$ cat config.mk
export PLATFORM = sky130hd
export DESIGN_NAME = logic_func_pipe
export DESIGN_NICKNAME = d
export VERILOG_FILES = /design/src/rtl/lab_logic_pkg.sv /design/src/rtl/lf_tt_lut.sv /design/src/rtl/logic_func_pipe.sv
export SDC_FILE = /design/constraint.sdc
export NUM_CORES = 1
export LEC_CHECK = 0
export BUFFER_PORTS_ARGS = -buffer_cell sky130_fd_sc_hd__buf_2
export CORE_MARGIN = 2
export CORE_UTILIZATION = 50
export CTS_CLUSTER_SIZE = 14
export DETAILED_ROUTE_END_ITERATION = 16
export PLACE_DENSITY = 0.72
export REMOVE_ABC_BUFFERS = 1
export SLEW_MARGIN = 0
export SYNTH_ARGS = -nofsm -noshare
export SYNTH_HDL_FRONTEND = slang
export SYNTH_SLANG_ARGS = --single-unit
$ cat constraint.sdc
create_clock -name clk -period 3.4 [get_ports clk]
set_input_delay 0.34 -clock clk [delete_from_list [all_inputs] [get_ports clk]]
set_output_delay 0.34 -clock clk [all_outputs]
set_load 0.01 [all_outputs]
$ cat src/rtl/lab_logic_pkg.sv
// Shared truth-table type and named 2-input function tables for the lab logic blocks.
// Index convention: tt[{w,x}], so bit0 is wx=00 and bit3 is wx=11.
package lab_logic_pkg;

  typedef logic [3:0] tt_t;

  localparam tt_t TT_AND  = 4'b1000;
  localparam tt_t TT_OR   = 4'b1110;
  localparam tt_t TT_XOR  = 4'b0110;
  localparam tt_t TT_XNOR = 4'b1001;
  localparam tt_t TT_NAND = 4'b0111;
  localparam tt_t TT_NOR  = 4'b0001;

endpackage

$ cat src/rtl/lf_tt_lut.sv
// Combinational bitwise 2-input LUT: each result bit y[i] is tt[{w[i],x[i]}].
module lf_tt_lut
  import lab_logic_pkg::*;
#(
  parameter int WIDTH = 8
) (
  input  logic [3:0]       tt,
  input  logic [WIDTH-1:0] w,
  input  logic [WIDTH-1:0] x,
  output logic [WIDTH-1:0] y
);

  always_comb begin
    y = '0;
    for (int i = 0; i < WIDTH; i++) begin
      y[i] = tt[{w[i], x[i]}];
    end
  end

endmodule

$ cat src/rtl/logic_func_pipe.sv
// Two-stage valid/ready pipeline evaluating a programmable 2-input function across WIDTH bits.
// Define LOGIC_FUNC_PARITY_EN to add the registered out_par (XOR-reduction of out_y).
module logic_func_pipe
  import lab_logic_pkg::*;
#(
  parameter int         WIDTH    = 8,
  parameter int         CNT_W    = 16,
  parameter logic [3:0] TT_RESET = 4'b1110
) (
  input  logic             clk,
  input  logic             rst,
  input  logic             cfg_we,
  input  logic [3:0]       cfg_tt,
  input  logic             in_valid,
  output logic             in_ready,
  input  logic [WIDTH-1:0] in_w,
  input  logic [WIDTH-1:0] in_x,
  output logic             out_valid,
  input  logic             out_ready,
  output logic [WIDTH-1:0] out_y,
`ifdef LOGIC_FUNC_PARITY_EN
  output logic             out_par,
`endif
  input  logic             cnt_clr,
  output logic [CNT_W-1:0] out_cnt
);

  tt_t              tt_q, tt_d;
  logic             s1_valid_q, s1_valid_d;
  logic [WIDTH-1:0] s1_w_q, s1_w_d;
  logic [WIDTH-1:0] s1_x_q, s1_x_d;
  tt_t              s1_tt_q, s1_tt_d;
  logic             s2_valid_q, s2_valid_d;
  logic [WIDTH-1:0] y_q, y_d;
  logic [CNT_W-1:0] cnt_q, cnt_d;
  logic [WIDTH-1:0] lut_y;
  logic             s1_adv, s2_adv, accept, xfer;

  lf_tt_lut #(.WIDTH(WIDTH)) u_lut (
    .tt (s1_tt_q),
    .w  (s1_w_q),
    .x  (s1_x_q),
    .y  (lut_y)
  );

  // Ready propagates back combinationally so a drained S2 never costs a bubble.
  assign s2_adv   = !s2_valid_q || out_ready;
  assign s1_adv   = !s1_valid_q || s2_adv;
  assign accept   = in_valid && s1_adv;
  assign xfer     = s2_valid_q && out_ready;
  assign in_ready = s1_adv;

  always_comb begin
    tt_d       = tt_q;
    s1_valid_d = s1_valid_q;
    s1_w_d     = s1_w_q;
    s1_x_d     = s1_x_q;
    s1_tt_d    = s1_tt_q;
    s2_valid_d = s2_valid_q;
    y_d        = y_q;
    cnt_d      = cnt_q;

    if (cfg_we) tt_d = cfg_tt;

    // S1 snapshots the pre-write table, so a beat accepted alongside cfg_we uses the old one.
    if (s1_adv) s1_valid_d = in_valid;
    if (accept) begin
      s1_w_d  = in_w;
      s1_x_d  = in_x;
      s1_tt_d = tt_q;
    end

    if (s2_adv) begin
      s2_valid_d = s1_valid_q;
      if (s1_valid_q) y_d = lut_y;
    end

    if (cnt_clr)   cnt_d = '0;
    else if (xfer) cnt_d = cnt_q + CNT_W'(1);
  end

  always_ff @(posedge clk or posedge rst) begin
    if (rst) begin
      tt_q       <= TT_RESET;
      s1_valid_q <= 1'b0;
      s1_w_q     <= '0;
      s1_x_q     <= '0;
      s1_tt_q    <= TT_RESET;
      s2_valid_q <= 1'b0;
      y_q        <= '0;
      cnt_q      <= '0;
    end else begin
      tt_q       <= tt_d;
      s1_valid_q <= s1_valid_d;
      s1_w_q     <= s1_w_d;
      s1_x_q     <= s1_x_d;
      s1_tt_q    <= s1_tt_d;
      s2_valid_q <= s2_valid_d;
      y_q        <= y_d;
      cnt_q      <= cnt_d;
    end
  end

  assign out_valid = s2_valid_q;
  assign out_y     = y_q;
  assign out_cnt   = cnt_q;

`ifdef LOGIC_FUNC_PARITY_EN
  logic par_q, par_d;

  always_comb begin
    par_d = par_q;
    if (s2_adv && s1_valid_q) par_d = ^lut_y;
  end

  always_ff @(posedge clk or posedge rst) begin
    if (rst) par_q <= 1'b0;
    else     par_q <= par_d;
  end

  assign out_par = par_q;
`endif

endmodule

* Yosys cells after proc, flatten, opt, wreduce, memory -nomap -nowiden
Cells that the tools add are included.
** Word-level totals
- Register bits :: 50
- Bits of input ports :: 26
- Word-level logic and storage cells :: 43
- Output and inout bits :: 26
** Cells by class
- Magnitude comparators :: 8
- Multiplexer cells :: 18
- Add/sub/neg operators :: 1
- Reductions and logical operators :: 8
** Operator list (count)
- two-way mux 16 bit :: 2
- < comparator 2 x 3 -> 1 bit (second input constant) :: 8
- adder 16 x 1 -> 16 bit (second input constant) :: 1
- binary-select mux 1 bit (select 2 bit) :: 8
- two-way mux 1 bit :: 8
- logical AND 1 bit :: 2
- zero test 1 bit :: 2
- logical OR 1 bit :: 2
- AND reduction 2 bit :: 1
- nonzero test 2 bit :: 1

* Depth between registers and ports, before layout
- Depth after elaboration :: 4
- Mapped depth :: 5
- Depth with buffers taken out :: 5

* Cells and area by module
Synthesis repeated with hierarchy kept, for this count alone.
** Unflattened totals
- Cells, all modules :: 170
- Area, all modules :: 2269.7 um2
** Modules (own cells, without submodules)
- logic_func_pipe :: seq. area each 1258.7 um2, times used 1, cells an instance 162, area each 2089.5 um2
- lf_tt_lut :: seq. area each 0.0 um2, times used 1, cells an instance 8, area each 180.2 um2

* Least setup slack after synthesis
OpenSTA, ideal clock, no wires.
- Path kind :: flip-flop to flip-flop
- Start :: reg s2_valid_q (netlist: out_valid)
- End :: reg s1_tt_q[0]
- Setup slack :: 1.934 ns
- Arrival :: 1.341 ns
- Library setup time :: 0.125 ns
- Data required time :: 3.275 ns
- Stages on the path, launching flop included :: 5
- Buffers on the path :: 1
- Period minus slack after synthesis :: 1.466 ns
- Cell sequence :: dfrtp_1 nand3b_1 nand2_1 buf_4 mux2_2
** On the way
- Longest elaborated chain between the ends :: 4
** RTL lines
- start: declaration :: line logic_func_pipe.sv:33 : logic s2_valid_q, s2_valid_d;
- start signal: assignment :: line logic_func_pipe.sv:98 : s2_valid_q <= s2_valid_d;
- zero test 1 bit :: line logic_func_pipe.sv:47 : assign s2_adv = !s2_valid_q || out_ready;
- logical OR 1 bit :: line logic_func_pipe.sv:47
- logical OR 1 bit :: line logic_func_pipe.sv:48 : assign s1_adv = !s1_valid_q || s2_adv;
- net in_ready :: line logic_func_pipe.sv:15 : output logic in_ready,
- logical AND 1 bit :: line logic_func_pipe.sv:49 : assign accept = in_valid && s1_adv;
- end signal: assignment :: line logic_func_pipe.sv:97 : s1_tt_q <= s1_tt_d;
- end: declaration :: line logic_func_pipe.sv:32 : tt_t s1_tt_q, s1_tt_d;
The timed path passes the listed nets, and every way through them passes these cells.
A chain may end at the register's enable or synchronous reset.

* Worst setup path in the final report
- Start :: reg s2_valid_q (netlist: out_valid)
- End :: reg s1_w_q[1]
** On the way
- Longest elaborated chain between the ends :: 4
** RTL lines
- zero test 1 bit :: line logic_func_pipe.sv:47
- logical OR 1 bit :: line logic_func_pipe.sv:47
- logical OR 1 bit :: line logic_func_pipe.sv:48
- logical AND 1 bit :: line logic_func_pipe.sv:49
- end signal: assignment :: line logic_func_pipe.sv:95 : s1_w_q <= s1_w_d;
- end: declaration :: line logic_func_pipe.sv:30 : logic [WIDTH-1:0] s1_w_q, s1_w_d;
Every way passes these cells.

==> results.toml <==
[critical_path]
worstRegToRegCells = 3
cp-end-kind = "flop"
required_ns = 3.58
cp.arrival_ns = 2.02
crit_type = "flop to flop"
crit_fanout = 20
start_kind = "flop"

[cells_and_area]
layout-drive-gt1-share_pct = 54.5
antenna_cells = 0
stdcell_area_mm2 = 0.00272
syn_to_final_growth_pct = 17.1
final_nets = 246

[routing]
num_vias = 1460
via_per_inst = 5.37
drc = 0
final_antenna_net_count = 0
wl_um = 4230
drt_first_pass_iters = 4
drt-wirelength-per-cell_um = 15.5
first_iter_violations = 70

[floorplanning]
die_h_um = 72.1
start_util_pct = 52.6
die_area_mm2 = 0.00520
core_area_mm2 = 0.00441
row_count = 24
ios = 52
die_w_um = 72.1

[timing]
post-route-period-util_pct = 54.2
whs_ns = 0.248
skew_ns = 0.00537
hold_viol = 0
min_period_ns = 1.84
setup_tns_ns = 0
slew_headroom_pct = 32.7
worst_pin_slew_ns = 1.01
rsz0062_at_grt = "false"
setup_viol_count_final = 0
drv_slew = 0
fmaxAchievable_mhz = 543

[synth]
syn_area_per_cell_um2 = 14.1
synth.area.top_cells = "dfrtp_1 47%, mux2_2 16%, mux4_2 7.8%"
ys_warn_count = 0
ys_ff_latch = 50
synth_top_area_cell = "dfrtp_1"
yosysTopAreaCellShare_pct = 47.5
syn_inst = 165
synth_seq_area_share_pct = 54.3
synth.distinct_cells = 34
syn_area_mm2 = 0.00232

[clock_network]
post-cts-setup-buffers = 0
cts_buffer_depth = 2
ctsResizeCount = 0
htree_num_levels = 2
cts_hold_buf = 0
cts_tree = "done"
cts_made_buffers = 5
clk_pin_slew_ns = 0.09
clk-insertion-delay-late_ns = 0.30
cts_root_buf = "clkbuf_8"
cts.sinks = 50

[run_status]
status = "completed"

[global_routing]
grt_pass1_vias = 1579
grt_pass1_wl_um = 7180
grt_remaining_overflow = 0
grt_use_met2_pct = 31.1
antenna_found_initial = 0
met3_usage_pct = 4.44
grt_busiest_layer = "met2"
use_met1_pct = 21.4
track_usage_pct = 17.6
grt_start_max_net_pins = 51

[power]
internal_power_w = 0.00103
ir_drop_uv = 377
p_leak_nw = 1.22
switchingPower_w = 0.000378
comb_power_share_pct = 19.7
switching_share_pct = 26.9
power-per-cell-area_mw_per_mm2 = 517
sequentialPowerShare_pct = 54.2
pwr-share-clk_pct = 26.1

[worst_hold_path]
hp-class = "input pin to flop"
hold_path_depth = 2

[place]
io_buffers = 51
hpwl_um = 3080
gp_congestion = 0.757
place_area_mm2 = 0.00262

[job]
max_cap_violations = 0
-- area by class of cell --
| type | count | area [um2] |
|---|---|---|
| multi-input cells | 107 | 1020 |
| fillers | 349 | 1700 |
| repair buffers | 51 | 255 |
| clock buffers | 6 | 82.6 |
| inverters | 4 | 15.0 |
| well taps | 52 | 65.1 |
| flip-flops and latches | 50 | 1260 |
| clock inverters | 2 | 16.3 |
-- power by group through the flow --
stage | Sequential, W | Clock [W] | Combinational, W
3_3_place_gp | 0.000773 | 0 | 0.000272
6_report | 0.000762 | 0.000367 | 0.000276
2_1_floorplan | 0.000780 | 0 | 0.000166
3_5_place_dp | 0.000775 | 0 | 0.000283
4_1_cts | 0.000764 | 0.000380 | 0.000283
5_1_grt | 0.000779 | 0.000398 | 0.000301
-- worst max-delay path, cell delays in order (launching register included) --
cell	delay (ns)
dfrtp_1	0.52
nand3b_1	0.17
nand2_1	0.62
mux2_2	0.42
-- final timing paths --
check / start / slack, ns / end
worst max-delay path: out_valid / 1.56 / s1_w_q[1]
max in group asynchronous: rst / 2.50 / out_cnt[8]
worst max register to register: out_valid / 1.56 / s1_w_q[1]
worst min-delay path: in_valid / 0.25 / s1_valid_q
worst min register to register: out_y[0] / 0.51 / out_y[0]
min in group asynchronous: rst / 0.28 / out_cnt[15]
-- cell usage in the layout (no fill, tap or decap), types with 2 or more instances in the layout --
master,Yosys,routed
nor2_1,14,14
nor4_1,2,2
xnor2_1,8,8
mux4_2,8,8
a21oi_1,3,3
inv_1,4,3
nand2_1,5,5
nand4_1,2,2
nor3_1,3,3
mux2_2,32,32
buf_2,0,51
nand4_2,2,2
nor4_2,2,2
dfrtp_1,44,44
nand3_1,4,4
xor2_1,4,4
clkbuf_8,0,6
nand2b_1,3,3
dfstp_2,6,6
-- Yosys cell counts, drive strengths merged --
cell	count
dfrtp	44
mux2	33
nor2	14
mux4	8
xnor2	8
nand2	7
dfstp	6
nand3	5
nand4	5
nor3	5
inv	4
nor4	4
xor2	4
a21oi	3
nand2b	3
buf	2
clkbuf	2
a31o	1
and4	1
ha	1
nand3b	1
nor2b	1
o21ai	1
or2b	1
or3	1
-- cell families after synthesis --
| logic type | Yosys count | share of synthesized area [%] |
|---|---|---|
| buf+inv | 8 | 1.62 |
| flops | 50 | 54.3 |
| simple gates | 48 | 13.9 |
| fa+ha+maj | 1 | 0.539 |
| compound gates | 5 | 1.24 |
| xor+xnor | 12 | 4.53 |
| mux | 41 | 23.9 |
-- metrics by stage --
stage                     util [%]  setup slack (ns)  cells  total power, W
after floorplan                  -              1.66    161        0.000946
after global placement        59.3              1.59    264         0.00104
after detailed placement      59.3              1.51    264         0.00106
after CTS                     61.5              1.55    272         0.00143
after global routing          61.5              1.43    272         0.00148
final                         61.5              1.56    272         0.00140
-- layer usage --
layer | part of all wire, % | vias up
met2 | 51 | 38
met1 | 43 | 725
met5 | 0 | -
met3 | 5.3 | 2
li1 | - | 695
met4 | 0.40 | 0
-- flip-flops by register name, summed over array words and instances, names as in the netlist --
register / count
out_cnt: 16
tt_q: 4
s1_valid_q: 1
out_valid: 1
s1_x_q: 8
s1_tt_q: 4
s1_w_q: 8
out_y: 8
Power figures use the tool's default switching activity.
